<file path="src/rtl/pipe_ctrl_pkg.sv">
// Shared types for the pipeline hazard controller: FSM state encoding and register-index helpers.
package pipe_ctrl_pkg;

  localparam int REG_W = 5;
  localparam logic [REG_W-1:0] REG_ZERO = 5'd0;

  typedef enum logic [1:0] {
    RST_FLUSH = 2'd0,
    RUN       = 2'd1,
    MEM_WAIT  = 2'd2,
    ERROR     = 2'd3
  } state_e;

  // Source operand collides with the pending load destination (r0 never collides).
  function automatic logic reg_hit(input logic [REG_W-1:0] src, input logic used,
                                   input logic [REG_W-1:0] dst);
    return used && (dst != REG_ZERO) && (src == dst);
  endfunction

endpackage

</file>
<file path="src/rtl/hazard_perf_cnt.sv">
// Three saturating event counters (load-use stalls, redirect flushes, memory-wait cycles).
module hazard_perf_cnt #(
  parameter int CNT_W = 32
) (
  input  logic             clock,
  input  logic             reset,
  input  logic             stall_inc,
  input  logic             flush_inc,
  input  logic             wait_inc,
  output logic [CNT_W-1:0] stall_cnt,
  output logic [CNT_W-1:0] flush_cnt,
  output logic [CNT_W-1:0] wait_cnt
);

  logic [CNT_W-1:0] stall_cnt_q, stall_cnt_d;
  logic [CNT_W-1:0] flush_cnt_q, flush_cnt_d;
  logic [CNT_W-1:0] wait_cnt_q, wait_cnt_d;

  // Counters hold at all-ones rather than wrapping.
  always_comb begin
    stall_cnt_d = stall_cnt_q;
    flush_cnt_d = flush_cnt_q;
    wait_cnt_d  = wait_cnt_q;
    if (stall_inc && (stall_cnt_q != '1)) stall_cnt_d = stall_cnt_q + 1'b1;
    if (flush_inc && (flush_cnt_q != '1)) flush_cnt_d = flush_cnt_q + 1'b1;
    if (wait_inc && (wait_cnt_q != '1))   wait_cnt_d  = wait_cnt_q + 1'b1;
  end

  always_ff @(posedge clock) begin
    if (reset) begin
      stall_cnt_q <= '0;
      flush_cnt_q <= '0;
      wait_cnt_q  <= '0;
    end else begin
      stall_cnt_q <= stall_cnt_d;
      flush_cnt_q <= flush_cnt_d;
      wait_cnt_q  <= wait_cnt_d;
    end
  end

  assign stall_cnt = stall_cnt_q;
  assign flush_cnt = flush_cnt_q;
  assign wait_cnt  = wait_cnt_q;

endmodule

</file>
<file path="src/rtl/pipe_hazard_ctrl.sv">
// Stall/flush controller for the 5-stage pipeline: load-use, EX redirect, memory wait, reset flush.
// Performance counters are built only when HAZARD_PERF_CNT_EN is defined; otherwise they read 0.
module pipe_hazard_ctrl
  import pipe_ctrl_pkg::*;
#(
  parameter int RST_FLUSH_CYC = 3,
  parameter int MEM_TIMEOUT   = 255,
  parameter int CNT_W         = 32
) (
  input  logic             clock,
  input  logic             reset,
  input  logic [4:0]       id_rs,
  input  logic [4:0]       id_rt,
  input  logic             id_uses_rs,
  input  logic             id_uses_rt,
  input  logic             ex_mem_read,
  input  logic [4:0]       ex_rt,
  input  logic             ex_redirect,
  input  logic             mem_req,
  input  logic             mem_ready,
  output logic             pc_write,
  output logic             if_id_write,
  output logic             if_id_flush,
  output logic             id_ex_bubble,
  output logic             pipe_freeze,
  output logic             mem_timeout,
  output logic [CNT_W-1:0] stall_cnt,
  output logic [CNT_W-1:0] flush_cnt,
  output logic [CNT_W-1:0] wait_cnt,
  output logic [1:0]       dbg_state
);

  localparam int FL_W = (RST_FLUSH_CYC > 1) ? $clog2(RST_FLUSH_CYC) : 1;
  localparam int WT_W = $clog2(MEM_TIMEOUT + 1);
  localparam logic [FL_W-1:0] FL_LAST = FL_W'(RST_FLUSH_CYC - 1);
  localparam logic [WT_W-1:0] WT_PRE  = WT_W'(MEM_TIMEOUT - 1);

  state_e            state_q, state_d;
  logic [FL_W-1:0]   flush_ctr_q, flush_ctr_d;
  logic [WT_W-1:0]   wait_ctr_q, wait_ctr_d;
  logic              mem_timeout_q, mem_timeout_d;

  logic load_use;
  logic frozen;
  logic stall_inc, flush_inc, wait_inc;

  assign load_use = ex_mem_read &&
                    (reg_hit(id_rs, id_uses_rs, ex_rt) || reg_hit(id_rt, id_uses_rt, ex_rt));

  // In MEM_WAIT the outstanding access keeps the freeze even if mem_req is dropped.
  assign frozen = ((state_q == RUN) && mem_req && !mem_ready) ||
                  ((state_q == MEM_WAIT) && !mem_ready) ||
                  (state_q == ERROR);

  always_ff @(posedge clock) begin
    if (reset) begin
      state_q       <= RST_FLUSH;
      flush_ctr_q   <= '0;
      wait_ctr_q    <= '0;
      mem_timeout_q <= 1'b0;
    end else begin
      state_q       <= state_d;
      flush_ctr_q   <= flush_ctr_d;
      wait_ctr_q    <= wait_ctr_d;
      mem_timeout_q <= mem_timeout_d;
    end
  end

  always_comb begin
    state_d       = state_q;
    flush_ctr_d   = flush_ctr_q;
    wait_ctr_d    = wait_ctr_q;
    mem_timeout_d = mem_timeout_q;
    case (state_q)
      RST_FLUSH: begin
        if (flush_ctr_q == FL_LAST) begin
          state_d     = RUN;
          flush_ctr_d = '0;
        end else begin
          flush_ctr_d = flush_ctr_q + 1'b1;
        end
      end
      RUN: begin
        if (frozen) begin
          wait_ctr_d = WT_W'(1);
          if (MEM_TIMEOUT == 1) begin
            state_d       = ERROR;
            mem_timeout_d = 1'b1;
          end else begin
            state_d = MEM_WAIT;
          end
        end
      end
      MEM_WAIT: begin
        if (mem_ready) begin
          state_d = RUN;
        end else if (wait_ctr_q == WT_PRE) begin
          state_d       = ERROR;
          mem_timeout_d = 1'b1;
        end else begin
          wait_ctr_d = wait_ctr_q + 1'b1;
        end
      end
      ERROR: state_d = ERROR;
    endcase
  end

  // Mealy outputs: a released freeze lets redirect/load-use act in the same cycle.
  always_comb begin
    pc_write     = 1'b1;
    if_id_write  = 1'b1;
    if_id_flush  = 1'b0;
    id_ex_bubble = 1'b0;
    pipe_freeze  = 1'b0;
    stall_inc    = 1'b0;
    flush_inc    = 1'b0;
    wait_inc     = 1'b0;
    if (state_q == RST_FLUSH) begin
      pc_write     = 1'b0;
      if_id_write  = 1'b0;
      if_id_flush  = 1'b1;
      id_ex_bubble = 1'b1;
    end else if (frozen) begin
      pc_write    = 1'b0;
      if_id_write = 1'b0;
      pipe_freeze = 1'b1;
      wait_inc    = 1'b1;
    end else if (ex_redirect) begin
      if_id_flush  = 1'b1;
      id_ex_bubble = 1'b1;
      flush_inc    = 1'b1;
    end else if (load_use) begin
      pc_write     = 1'b0;
      if_id_write  = 1'b0;
      id_ex_bubble = 1'b1;
      stall_inc    = 1'b1;
    end
  end

  assign mem_timeout = mem_timeout_q;
  assign dbg_state   = state_q;

`ifdef HAZARD_PERF_CNT_EN
  hazard_perf_cnt #(.CNT_W(CNT_W)) u_perf_cnt (
    .clock     (clock),
    .reset     (reset),
    .stall_inc (stall_inc),
    .flush_inc (flush_inc),
    .wait_inc  (wait_inc),
    .stall_cnt (stall_cnt),
    .flush_cnt (flush_cnt),
    .wait_cnt  (wait_cnt)
  );
`else
  logic unused_inc;
  assign unused_inc = stall_inc ^ flush_inc ^ wait_inc;
  assign stall_cnt  = '0;
  assign flush_cnt  = '0;
  assign wait_cnt   = '0;
`endif

endmodule

</file>
<file path="config.mk">
export PLATFORM = sky130hd
export DESIGN_NAME = pipe_hazard_ctrl
export DESIGN_NICKNAME = d
export VERILOG_FILES = /design/src/rtl/pipe_ctrl_pkg.sv /design/src/rtl/hazard_perf_cnt.sv /design/src/rtl/pipe_hazard_ctrl.sv
export SDC_FILE = /design/constraint.sdc
export NUM_CORES = 1
export LEC_CHECK = 0
export BUFFER_PORTS_ARGS = -buffer_cell sky130_fd_sc_hd__buf_2
export CORE_MARGIN = 2
export CORE_UTILIZATION = 35
export CTS_CLUSTER_DIAMETER = 80
export DETAILED_ROUTE_END_ITERATION = 8
export HOLD_SLACK_MARGIN = 0.15
export PLACE_DENSITY = 0.74
export SYNTH_ARGS = -nofsm -noshare
export SYNTH_HDL_FRONTEND = slang
export SYNTH_SLANG_ARGS = --single-unit
export TNS_END_PERCENT = 100
</file>
<file path="constraint.sdc">
create_clock -name clock -period 2.9 [get_ports clock]
set_clock_uncertainty 0.2 [all_clocks]
set_input_delay 0.29 -clock clock [delete_from_list [all_inputs] [get_ports clock]]
set_output_delay 0.29 -clock clock [all_outputs]
set_load 0.01 [all_outputs]
</file>
==> metrics.cfg <==
[yosys]
synth_top_area_share_pct = 48.1
synthFlopType = dfxtp_1
synth_area_leader_cell = buf_4
yosysSeqAreaShare_pct = 17.2
synth_seq_cells = 13
yosys-top-cells-count = 97 x buf_4, 13 x dfxtp_1, 9 x a21oi_1, 9 x nor2_1, 8 x xor2_1
synth.most_common_cell = buf_4
synth_edf_count = 0
ys_types = 34
ys_warn_count = 0
synthArstFlopShare_pct = 0
synth_cells = 192
yosys-top-cells-area = buf_4 48%, dfxtp_1 17%, xor2_1 4.6%
syn_area_um2 = 1510
syn_avg_cell_area_um2 = 7.89

[placement]
post_dp_cell_area_um2 = 1350
place_ws_ns = 0.817
numPortBuffers = 30
place_hpwl_um = 1800
gp_routability_congestion = 0.763

[grt]
grt-ovfl-total = 0
grt_pass1_wl_um = 2940
grt_max_degree = 9
antenna_found_initial = 0
track_usage_pct = 7.48
grt_pass1_vias = 704

[critical_path]
reg2reg_depth = 6
worst_ep_arrival_time_ns = 1.67
r2r_slack_ns = 1.06
critPathRequiredTime_ns = 2.41
cp-start-kind = flop
critPathMaxFanout = 6
worstSetupPathType = flop to output pin
worstReg2RegStart = wait_ctr_q[0]$_SDFFE_PP0P_
cp-end-kind = output pin
r2r_end = wait_ctr_q[5]$_SDFFE_PP0P_

[run]
drv_cap = 0

[finish]
nNetsFinal = 250
layout-drive-gt1-share_pct = 17.0
antenna_cells = 0
fillCellCount = 429
multi_input_area_um2 = 852
stdcell_area_um2 = 1410
area_delta_synth_final_pct = -7.02
seqCellArea_um2 = 260

[timing]
worst_hold_slack_ns = 0.229
max_freq_mhz = 464
postLayoutSetupSlackWorst_ns = 0.744
setup_tns_ns = 0
period_share_pct = 74.3
hold_viol = 0
drv_slew = 0
rsz0062_at_grt = false
setup_viol = 0
min_period_ns = 2.16

[power_and_ir_drop]
power.density_nw_per_um2 = 368
leakage_nw = 0.736
ir_worst_vdd_mv = 0.225
power_w = 0.000518

[drt]
routedWlPerCell_um = 7.72
ant_nets = 0
vias = 1024
drc = 0
routed_wl_um = 2110
drt_iter0_drc = 14
firstDrtPassIters = 4
drt-vias-per-instance = 3.74

[worst_hold_path]
hold_end = wait_ctr_q[7]$_SDFFE_PP0P_
whs_path_depth = 4
worstHoldStart = mem_ready
min_path_type = input pin to flop

[clocking]
clk_path_buf_depth = 2
h-tree-depth = 1
clk_pin_slew_ns = 0.06
cts_buffers = 3
numClockSinks = 13
clockRootBuffer = clkbuf_8
postCtsResizedCells = 0
cts_tree = yes
clkLatencyLatePin_ns = 0.25

[floorplan]
dieWidth_um = 69.8
rows = 23
core_area_um2 = 4090
io_pins = 127
die_h_um = 69.8
start_util_pct = 37.0
die-area_um2 = 4870

[run_status]
status = complete, no violations

## logic make-up (layout without fill, tap and decap cells)
group                    after synthesis  count (layout)  synth area share [%]
buffers and inverters                105              42                  50.1
AND/OR/NAND/NOR                       33              33                  12.6
AO/OA/AOI/OAI                         26              26                  11.2
flip-flops                            13              13                  17.2
XOR/XNOR                              12              12                  6.94
adder cells (fa/ha/maj)                2               2                  1.65
other                                  1              96                 0.248
## area by class of cell
type,count,area share [%]
clock buffer,3,2.93
inverter,7,1.87
tap,50,4.44
timing repair buffer,31,11.4
multi-input combinational,169,60.5
sequential,13,18.5
clock inverter,1,0.356
## timing repair
item,CTS,global route
buffers inserted,0,0
hold buffers,1,0
endpoints found under the hold margin,6,0
## how the worst max path moves through the flow
stage,startpoint,to,slack (ns),cells after the start
6_report,dbg_state[0]$_SDFFE_PP0P_,id_ex_bubble,0.74,5
5_1_grt,dbg_state[0]$_SDFFE_PP0P_,id_ex_bubble,0.56,5
4_1_cts,dbg_state[0]$_SDFFE_PP0P_,id_ex_bubble,0.73,5
3_5_place_dp,ex_rt[3],pc_write,0.82,6
3_3_place_gp,ex_rt[3],pc_write,0.84,6
2_1_floorplan,ex_rt[3],pc_write,1.04,5
## power breakdown
part	internal, W	switching (W)	total (W)
logic	0.0000489	0.000106	0.000155
clock network	0.0000951	0.0000681	0.000163
registers	0.000189	0.0000112	0.000200
total	0.000333	0.000185	0.000518
## sequential cells by signal, summed over array words and instances, names as in the netlist
name / count
dbg_state: 2
flush_ctr_q: 2
mem_timeout: 1
wait_ctr_q: 8
## cell usage in the layout (no fill, tap or decap), drive strengths merged
master and n:
nor4 3, xor2 8, or4 3, o21a 1, a32oi 1, nand3 2
ha 2, o211ai 1, o31ai 3, a21o 1, nand4 1, a211oi 2
nor2 9, or2 1, nand2b 1, o21ai 5, nor3b 1, a21boi 1
nand2 4, nand4b 1, a21oi 9, xnor2 4, and2 1, nor3 1
nand3b 2, conb 96, dlygate4sd3 1, inv 7, clkbuf 3, buf 30
o31a 1, dfxtp 13, or3 3, clkinv 1, o311a 1
## worst max-delay path: stages, from the launching register on
cell and delay (ns):
dfxtp_1 0.37, nand2b_1 0.16, a21boi_0 0.34, inv_1 0.13
o31ai_1 0.26, buf_2 0.17
## per-layer routing
metal,share of wire (%),global-route usage (%)
met1,38,8.86
met2,48,11.9
met3,13,3.49
met4,0.80,2.56
met5,0,0
## per-stage QoR
step	util [%]	cells
2_1_floorplan	-	287
5_1_grt	34.4	274
6_report	34.4	274
3_5_place_dp	33.1	269
4_1_cts	34.4	274
3_3_place_gp	33.1	269
No activity file was read; power rests on OpenSTA's default activity.
